[config.mk]
export PLATFORM = sky130hd
export DESIGN_NAME = execute_stage_p
export DESIGN_NICKNAME = d
export VERILOG_FILES = /design/src/rtl/execute_stage_p.sv
export SDC_FILE = /design/constraint.sdc
export NUM_CORES = 1
export LEC_CHECK = 0
export BUFFER_PORTS_ARGS = -buffer_cell sky130_fd_sc_hd__buf_2
export CAP_MARGIN = 10
export CORE_UTILIZATION = 40
export DETAILED_ROUTE_END_ITERATION = 7
export PLACE_DENSITY = 0.64
export SYNTH_ARGS = -nofsm -noshare
export SYNTH_HDL_FRONTEND = slang
export SYNTH_SLANG_ARGS = --single-unit
[constraint.sdc]
create_clock -name clk -period 6.4 [get_ports clk]
set_input_delay 1.6 -clock clk [delete_from_list [all_inputs] [get_ports clk]]
set_output_delay 1.6 -clock clk [all_outputs]
set_load 0.01 [all_outputs]
[src/rtl/execute_stage_p.sv]
// Execute stage: registered ALU with valid/ready handshake, flag register, branch
// resolution and an iterative shift-add multiplier.
module execute_stage_p #(
    parameter int WIDTH = 16,
    parameter int IMM_W = 7,
    parameter int IDX_W = 5
) (
    input  logic             clk,
    input  logic             reset,
    input  logic             in_valid,
    output logic             in_ready,
    input  logic [4:0]       control_in,
    input  logic [WIDTH-1:0] reg1_data,
    input  logic [WIDTH-1:0] reg2_data,
    input  logic [WIDTH-1:0] npc,
    input  logic [IDX_W-1:0] dest_index_in,
    input  logic [IMM_W-1:0] immediate,
    input  logic             flush,
    output logic             out_valid,
    input  logic             out_ready,
    output logic [4:0]       control_out,
    output logic [IDX_W-1:0] dest_index_out,
    output logic [WIDTH-1:0] result_out,
    output logic [WIDTH-1:0] store_data_out,
    output logic             reg_write_en,
    output logic             branch_taken,
    output logic [WIDTH-1:0] target,
    output logic             zf,
    output logic             gf,
    output logic             lf,
    output logic             busy
);
    // state  | meaning
    // S_IDLE | single-cycle ops accepted directly into the output register
    // S_MUL  | shift-add multiply iterating, input blocked
    localparam logic [0:0] S_IDLE = 1'b0;
    localparam logic [0:0] S_MUL  = 1'b1;

    localparam logic [4:0] OP_SUB = 5'd1,  OP_ADD = 5'd2,  OP_ADDI = 5'd3,  OP_SHLLI = 5'd4;
    localparam logic [4:0] OP_SHRLI = 5'd5, OP_JUMP = 5'd6, OP_JUMPL = 5'd7, OP_JUMPG = 5'd8;
    localparam logic [4:0] OP_JUMPE = 5'd9, OP_JUMPNE = 5'd10, OP_CMP = 5'd11, OP_LOAD = 5'd12;
    localparam logic [4:0] OP_LOADI = 5'd13, OP_STORE = 5'd14, OP_MOV = 5'd15, OP_MUL = 5'd16;

    localparam int CNT_W = $clog2(WIDTH);
    localparam logic [CNT_W-1:0] CNT_LAST = CNT_W'(WIDTH - 1);
    localparam logic [WIDTH-1:0] ONE_W = WIDTH'(1);

    logic [0:0]       state_q, state_d;
    logic             out_valid_q, out_valid_d;
    logic [4:0]       control_q, control_d;
    logic [IDX_W-1:0] dest_q, dest_d;
    logic [WIDTH-1:0] result_q, result_d;
    logic [WIDTH-1:0] store_q, store_d;
    logic             reg_we_q, reg_we_d;
    logic             branch_q, branch_d;
    logic [WIDTH-1:0] target_q, target_d;
    logic             zf_q, zf_d, gf_q, gf_d, lf_q, lf_d;
    logic [WIDTH-1:0] mcand_q, mcand_d, mplier_q, mplier_d, acc_q, acc_d;
    logic [CNT_W-1:0] cnt_q, cnt_d;
    logic [IDX_W-1:0] mul_dest_q, mul_dest_d;
    logic [WIDTH-1:0] mul_store_q, mul_store_d;

    logic             busy_w, accept, shift_oob;
    logic [WIDTH-1:0] imm_zext, imm_sext, cond_target, acc_step;
    logic [WIDTH-1:0] alu_res, br_target;
    logic             alu_we, alu_arith, alu_cmp, br_taken;

    assign busy_w      = (state_q == S_MUL);
    assign in_ready    = !busy_w && (!out_valid_q || out_ready) && !flush && !reset;
    assign accept      = in_valid && in_ready;
    assign imm_zext    = {{(WIDTH-IMM_W){1'b0}}, immediate};
    assign imm_sext    = {{(WIDTH-IMM_W){immediate[IMM_W-1]}}, immediate};
    assign cond_target = npc + ONE_W + imm_sext;
    assign shift_oob   = (int'(immediate) >= WIDTH);
    assign acc_step    = mplier_q[0] ? acc_q + mcand_q : acc_q;

    always_comb begin
        alu_res   = '0;
        alu_we    = 1'b0;
        alu_arith = 1'b0;
        alu_cmp   = 1'b0;
        br_taken  = 1'b0;
        br_target = '0;
        case (control_in)
            OP_SUB:    begin alu_res = reg1_data - reg2_data; alu_we = 1'b1; alu_arith = 1'b1; end
            OP_ADD:    begin alu_res = reg1_data + reg2_data; alu_we = 1'b1; alu_arith = 1'b1; end
            OP_ADDI:   begin alu_res = reg1_data + imm_zext;  alu_we = 1'b1; alu_arith = 1'b1; end
            OP_SHLLI:  begin
                alu_res = shift_oob ? '0 : reg1_data << immediate;
                alu_we = 1'b1; alu_arith = 1'b1;
            end
            OP_SHRLI:  begin
                alu_res = shift_oob ? '0 : reg1_data >> immediate;
                alu_we = 1'b1; alu_arith = 1'b1;
            end
            OP_JUMP:   begin br_taken = 1'b1; br_target = npc + reg2_data; end
            OP_JUMPL:  begin br_taken = lf_q;  br_target = lf_q  ? cond_target : '0; end
            OP_JUMPG:  begin br_taken = gf_q;  br_target = gf_q  ? cond_target : '0; end
            OP_JUMPE:  begin br_taken = zf_q;  br_target = zf_q  ? cond_target : '0; end
            OP_JUMPNE: begin br_taken = !zf_q; br_target = !zf_q ? cond_target : '0; end
            OP_CMP:    alu_cmp = 1'b1;
            OP_LOAD:   begin alu_res = reg1_data; alu_we = 1'b1; end
            OP_LOADI:  begin alu_res = imm_zext;  alu_we = 1'b1; end
            OP_STORE:  alu_res = reg1_data;
            OP_MOV:    begin alu_res = reg2_data; alu_we = 1'b1; end
            default:   ;
        endcase
    end

    always_comb begin
        state_d     = state_q;
        out_valid_d = out_valid_q;
        control_d   = control_q;
        dest_d      = dest_q;
        result_d    = result_q;
        store_d     = store_q;
        reg_we_d    = reg_we_q;
        branch_d    = branch_q;
        target_d    = target_q;
        zf_d        = zf_q;
        gf_d        = gf_q;
        lf_d        = lf_q;
        mcand_d     = mcand_q;
        mplier_d    = mplier_q;
        acc_d       = acc_q;
        cnt_d       = cnt_q;
        mul_dest_d  = mul_dest_q;
        mul_store_d = mul_store_q;
        if (flush) begin
            out_valid_d = 1'b0;
            branch_d    = 1'b0;
            reg_we_d    = 1'b0;
            state_d     = S_IDLE;
        end else if (busy_w) begin
            acc_d    = acc_step;
            mcand_d  = mcand_q << 1;
            mplier_d = mplier_q >> 1;
            cnt_d    = cnt_q + 1'b1;
            if (out_ready) out_valid_d = 1'b0;
            if (cnt_q == CNT_LAST) begin
                state_d     = S_IDLE;
                out_valid_d = 1'b1;
                control_d   = OP_MUL;
                dest_d      = mul_dest_q;
                result_d    = acc_step;
                store_d     = mul_store_q;
                reg_we_d    = 1'b1;
                branch_d    = 1'b0;
                target_d    = '0;
                zf_d        = (acc_step == '0);
                gf_d        = 1'b0;
                lf_d        = 1'b0;
            end
        end else if (accept) begin
            if (control_in == OP_MUL) begin
                // Output register is free by construction; the result lands at completion.
                state_d     = S_MUL;
                mcand_d     = reg1_data;
                mplier_d    = reg2_data;
                acc_d       = '0;
                cnt_d       = '0;
                mul_dest_d  = dest_index_in;
                mul_store_d = reg2_data;
                out_valid_d = 1'b0;
            end else begin
                out_valid_d = 1'b1;
                control_d   = control_in;
                dest_d      = dest_index_in;
                result_d    = alu_res;
                store_d     = reg2_data;
                reg_we_d    = alu_we;
                branch_d    = br_taken;
                target_d    = br_target;
                if (alu_arith) begin
                    zf_d = (alu_res == '0);
                    gf_d = 1'b0;
                    lf_d = 1'b0;
                end else if (alu_cmp) begin
                    zf_d = (reg1_data == reg2_data);
                    gf_d = ($signed(reg1_data) > $signed(reg2_data));
                    lf_d = ($signed(reg1_data) < $signed(reg2_data));
                end
            end
        end else if (out_ready) begin
            out_valid_d = 1'b0;
        end
    end

    always_ff @(posedge clk) begin
        if (reset) begin
            state_q     <= S_IDLE;
            out_valid_q <= 1'b0;
            control_q   <= '0;
            dest_q      <= '0;
            result_q    <= '0;
            store_q     <= '0;
            reg_we_q    <= 1'b0;
            branch_q    <= 1'b0;
            target_q    <= '0;
            zf_q        <= 1'b0;
            gf_q        <= 1'b0;
            lf_q        <= 1'b0;
            mcand_q     <= '0;
            mplier_q    <= '0;
            acc_q       <= '0;
            cnt_q       <= '0;
            mul_dest_q  <= '0;
            mul_store_q <= '0;
        end else begin
            state_q     <= state_d;
            out_valid_q <= out_valid_d;
            control_q   <= control_d;
            dest_q      <= dest_d;
            result_q    <= result_d;
            store_q     <= store_d;
            reg_we_q    <= reg_we_d;
            branch_q    <= branch_d;
            target_q    <= target_d;
            zf_q        <= zf_d;
            gf_q        <= gf_d;
            lf_q        <= lf_d;
            mcand_q     <= mcand_d;
            mplier_q    <= mplier_d;
            acc_q       <= acc_d;
            cnt_q       <= cnt_d;
            mul_dest_q  <= mul_dest_d;
            mul_store_q <= mul_store_d;
        end
    end

    assign out_valid      = out_valid_q;
    assign control_out    = control_q;
    assign dest_index_out = dest_q;
    assign result_out     = result_q;
    assign store_data_out = store_q;
    assign reg_write_en   = reg_we_q;
    assign branch_taken   = branch_q;
    assign target         = target_q;
    assign zf             = zf_q;
    assign gf             = gf_q;
    assign lf             = lf_q;
    assign busy           = busy_w;
endmodule

==> results summary <==
For this run, the total global-route usage over all layers was measured as between 20 and 30%. The final wirelength is 42900 µm. The power per unit of standard cell area came out at between 150 and 200 nW/µm². The number of buffers added on ports came out at between 100 and 150. The post-synthesis area per instance is slightly below 8 µm².

The cell count of the worst reg-to-reg path is 7. The maximum VDD drop is around 0.00017 V. Summing the sequential cell areas from Yosys gives roughly a quarter of the chip area. The total negative slack for setup checks came out at 0 ns.

The largest fanout on the critical path is 17. The startpoint identified for the worst register-to-register timing path is busy$_SDFF_PP0_. The number of inserted diodes came out at 0.

STA classifies the critical path endpoint as a flop. Using the TritonRoute via totals, the vias-per-cell ratio works out to ~6.1. The critical path is of the input pin to flop type. The flow ran to the end, and the final reports show no timing, DRC or antenna violations.

The leakage dissipation is roughly 5.1 nW. The first-pass iteration count of the detailed router came out at 6. The count of flip-flops with a built-in enable after synthesis is 0. The post-synthesis to final-layout area growth is 12.4%. The maximum number of pins on one net before global-route repair came out at a little over 60. The post-cts sizing count came out at 0. The arrival time of data at the critical path endpoint came out at ~5.6 ns. The final routed DRC violation total came out at 0. The portion of the clock cycle consumed by the worst path in the final layout came out at between 80 and 90%.

The worst hold path begins at mul_store_q[7]$_SDFFE_PP0P_. The floorplan step defined a die boundary enclosing between 30000 and 40000 µm². The setup check on the worst reg-to-reg path leaves a slack of 2.43 ns. The via count of the first global-routing pass came out at approximately 11000. The die extent in x is 173 µm. The measured slew at the worst slew-check pin is approximately 1.1 ns. For this run, asynchronously set or reset flops after synthesis account for 0%. The worst-case clock skew is between 0.01 and 0.015 ns. Row generation in the floorplan step produced just over 60 rows. The final setup violation count came out at 0.

The starting density of the core is 40.8%. The violation count after the first detailed-routing iteration is 1057. The worst hold path was traced through 2 stages. The total number of clock tree sinks is about 140. The TritonCTS clock tree is built. The total global routing overflow is 0.

The worst pin sits at a relative slew slack of between 20% and 30%. The detailed-route wire length per cell is 22.0 µm. The detailed placement HPWL came out at ~32000 µm. The reported max-cap violation count is 0. During synthesis, Yosys emitted a total of 0 warnings. At the end of the flow the core is filled with cells to a little under half. The cts-stage hold buffer count came out at 0. The end of the worst hold path is mul_store_q[7]$_SDFFE_PP0P_. The first-pass GRT wire length came out at approximately 67000 µm. Clock tree synthesis inserted a total of 17 buffers. The number of max-slew violations in the final report is 0. The clock root buffer is sky130_fd_sc_hd__clkbuf_16. The initial antenna violation count came out at 2. After synthesis the cells add up to approximately 12000 µm². The buffer count from post-CTS setup fixing came out at 0. The clock transition at the registers of the reported paths came out at ~0.06 ns. The number of synthesized register bits came out at around 140.

The y dimension of the die is around 170 µm. The congestion estimate from routability-driven global placement came to about 1.0. The number of hold-slack violations in the final timing report was 0.

The number of ports placed on the die boundary is 136. Of the cells placed in the final design, the portion with a size suffix greater than 1 is roughly 16%. Counting along the longest clock path gives a buffer depth of 2. The endpoint identified for the worst register-to-register timing path is result_out[1]$_SDFFE_PP0P_. The count of nets left with antenna violations once routing finished came out at 0. The number of distinct standard cells referenced by the synthesized netlist came out at 78.

The maximum clock frequency came out at 189 MHz. At the worst endpoint, the required time is around 6.7 ns. The post-route minimum period came out at 5.29 ns. The clock network latency to the later pin of the worst-skew pair came out at ~0.43 ns.

STA classifies the critical path startpoint as an input pin. The routed via count came out at 11900. The clock tree synthesis step divided the H-tree into 4 levels. The post-synthesis net count is 1651. Among all flip-flop cells after synthesis, the most frequent one is sky130_fd_sc_hd__dfxtp_1. The core footprint is approximately 29000 µm². The number of nets at the end of the flow came out at 1709. Setup repair after global routing left no endpoint under its margin. The count of mapped cells out of synthesis came out at approximately 1500.

The path category of the worst min-delay check is flop to flop.
[cell type report]
type                       instances  area, µm²
sequential                       138       2770
multi-input combinational       1200       8360
clock buffer                      20        468
fill                            2888      15600
timing repair buffer             151        798
clock inverter                    12        139
inverter                          47        176
tap                              384        480
[cells in the final DEF, fill, tap and decap left out, types with 45 or more instances in the layout]
cell                       synthesis  final
sky130_fd_sc_hd__nor2_1          177    175
sky130_fd_sc_hd__mux2i_1          61     61
sky130_fd_sc_hd__ha_1             79     79
sky130_fd_sc_hd__a21oi_1          96     95
sky130_fd_sc_hd__nand2_1         133    133
sky130_fd_sc_hd__nor3_1           66     66
sky130_fd_sc_hd__o21ai_0          82     82
sky130_fd_sc_hd__a211oi_1         84     84
sky130_fd_sc_hd__dfxtp_1         138    137
sky130_fd_sc_hd__inv_1            45     45
sky130_fd_sc_hd__buf_2            19    134
[through the flow]
stage | std cells | cell area, µm² | power, mW | hold slack [ns] | setup slack [ns]
after detailed placement | 1920 | 12600 | 1.48 | 0.447 | 0.761
final | 1952 | 13200 | 2.49 | 0.453 | 1.11
after global routing | 1952 | 13200 | 2.59 | 0.476 | 0.755
after floorplan | 1497 | 11700 | 1.30 | 0.436 | 1.29
after global placement | 1920 | 12600 | 1.47 | 0.442 | 0.809
after CTS | 1952 | 13200 | 2.49 | 0.455 | 1.18
[where the power goes]
part,switching (mW),internal (mW)
Sequential,0.00571,0.868
Clock,0.411,0.610
Combinational,0.369,0.227
Total,0.786,1.71
[worst max-delay path, stage by stage]
cell	delay, ns
sky130_fd_sc_hd__buf_2	0.20
sky130_fd_sc_hd__or3_1	0.44
sky130_fd_sc_hd__nor2_1	0.24
sky130_fd_sc_hd__mux2_2	0.37
sky130_fd_sc_hd__ha_1	0.21
sky130_fd_sc_hd__inv_1	0.09
sky130_fd_sc_hd__fa_1	0.22
sky130_fd_sc_hd__nand3b_1	0.18
sky130_fd_sc_hd__a211oi_1	0.11
sky130_fd_sc_hd__nor3_1	0.34
sky130_fd_sc_hd__o221ai_1	0.26
sky130_fd_sc_hd__o41ai_1	0.35
sky130_fd_sc_hd__mux2i_1	0.12
sky130_fd_sc_hd__or4_1	0.47
sky130_fd_sc_hd__nor2_1	0.15
sky130_fd_sc_hd__a41oi_2	0.13
sky130_fd_sc_hd__o31ai_1	0.11
[worst max-delay path by stage]
stage | from | end
6_report | control_in[2] | zf$_SDFFE_PP0P_
5_1_grt | control_in[2] | zf$_SDFFE_PP0P_
4_1_cts | control_in[2] | zf$_SDFFE_PP0P_
3_5_place_dp | control_in[2] | zf$_SDFFE_PP0P_
3_3_place_gp | control_in[2] | zf$_SDFFE_PP0P_
2_1_floorplan | control_in[2] | zf$_SDFFE_PP0P_
[layer usage]
metal  share of wire, %  GRT usage [%]  vias up
met2                 47           47.6      505
met5              0.026              0        -
met4                3.6           10.3        2
met1                 43           37.5     5637
met3                6.8           3.57       87
li1                   -              -     5671
[cells by family (layout without fill, tap and decap cells)]
| family | count (synthesis) | count (layout) | share of synthesized area (%) |
|---|---|---|---|
| fa+ha+maj | 84 | 84 | 9.28 |
| mux | 98 | 98 | 10.9 |
| simple gates | 506 | 506 | 20.2 |
| flops | 138 | 138 | 23.5 |
| xor+xnor | 59 | 59 | 4.40 |
| buf+inv | 159 | 230 | 5.54 |
| compound gates | 453 | 453 | 26.1 |
[Yosys cell counts (19+ instances only)]
master                     count  area [µm²]
sky130_fd_sc_hd__mux4_2       22         495
sky130_fd_sc_hd__o21ai_0      82         410
sky130_fd_sc_hd__xor2_1       26         228
sky130_fd_sc_hd__inv_1        45         169
sky130_fd_sc_hd__nand2_1     133         499
sky130_fd_sc_hd__a21o_1       26         195
sky130_fd_sc_hd__ha_1         79         988
sky130_fd_sc_hd__nor2_1      177         664
sky130_fd_sc_hd__a21oi_1      96         480
sky130_fd_sc_hd__mux2i_1      61         611
sky130_fd_sc_hd__xnor2_1      33         289
sky130_fd_sc_hd__buf_2        19        95.1
sky130_fd_sc_hd__dfxtp_1     138        2760
sky130_fd_sc_hd__a211oi_1     84         631
sky130_fd_sc_hd__nand3_1      23         115
sky130_fd_sc_hd__nor3_1       66         330
sky130_fd_sc_hd__clkbuf_1     82         308
sky130_fd_sc_hd__a22oi_1      20         150
[sequential cells by signal (all words and copies together), names as in the netlist]
register	cells
reg_write_en	1
gf	1
out_valid	1
mul_dest_q	5
busy	1
dest_index_out	5
acc_q	16
control_out	5
mplier_q	16
branch_taken	1
mcand_q	16
zf	1
cnt_q	4
mul_store_q	16
target	16
store_data_out	16
lf	1
result_out	16
Power figures use the tool's default switching activity.
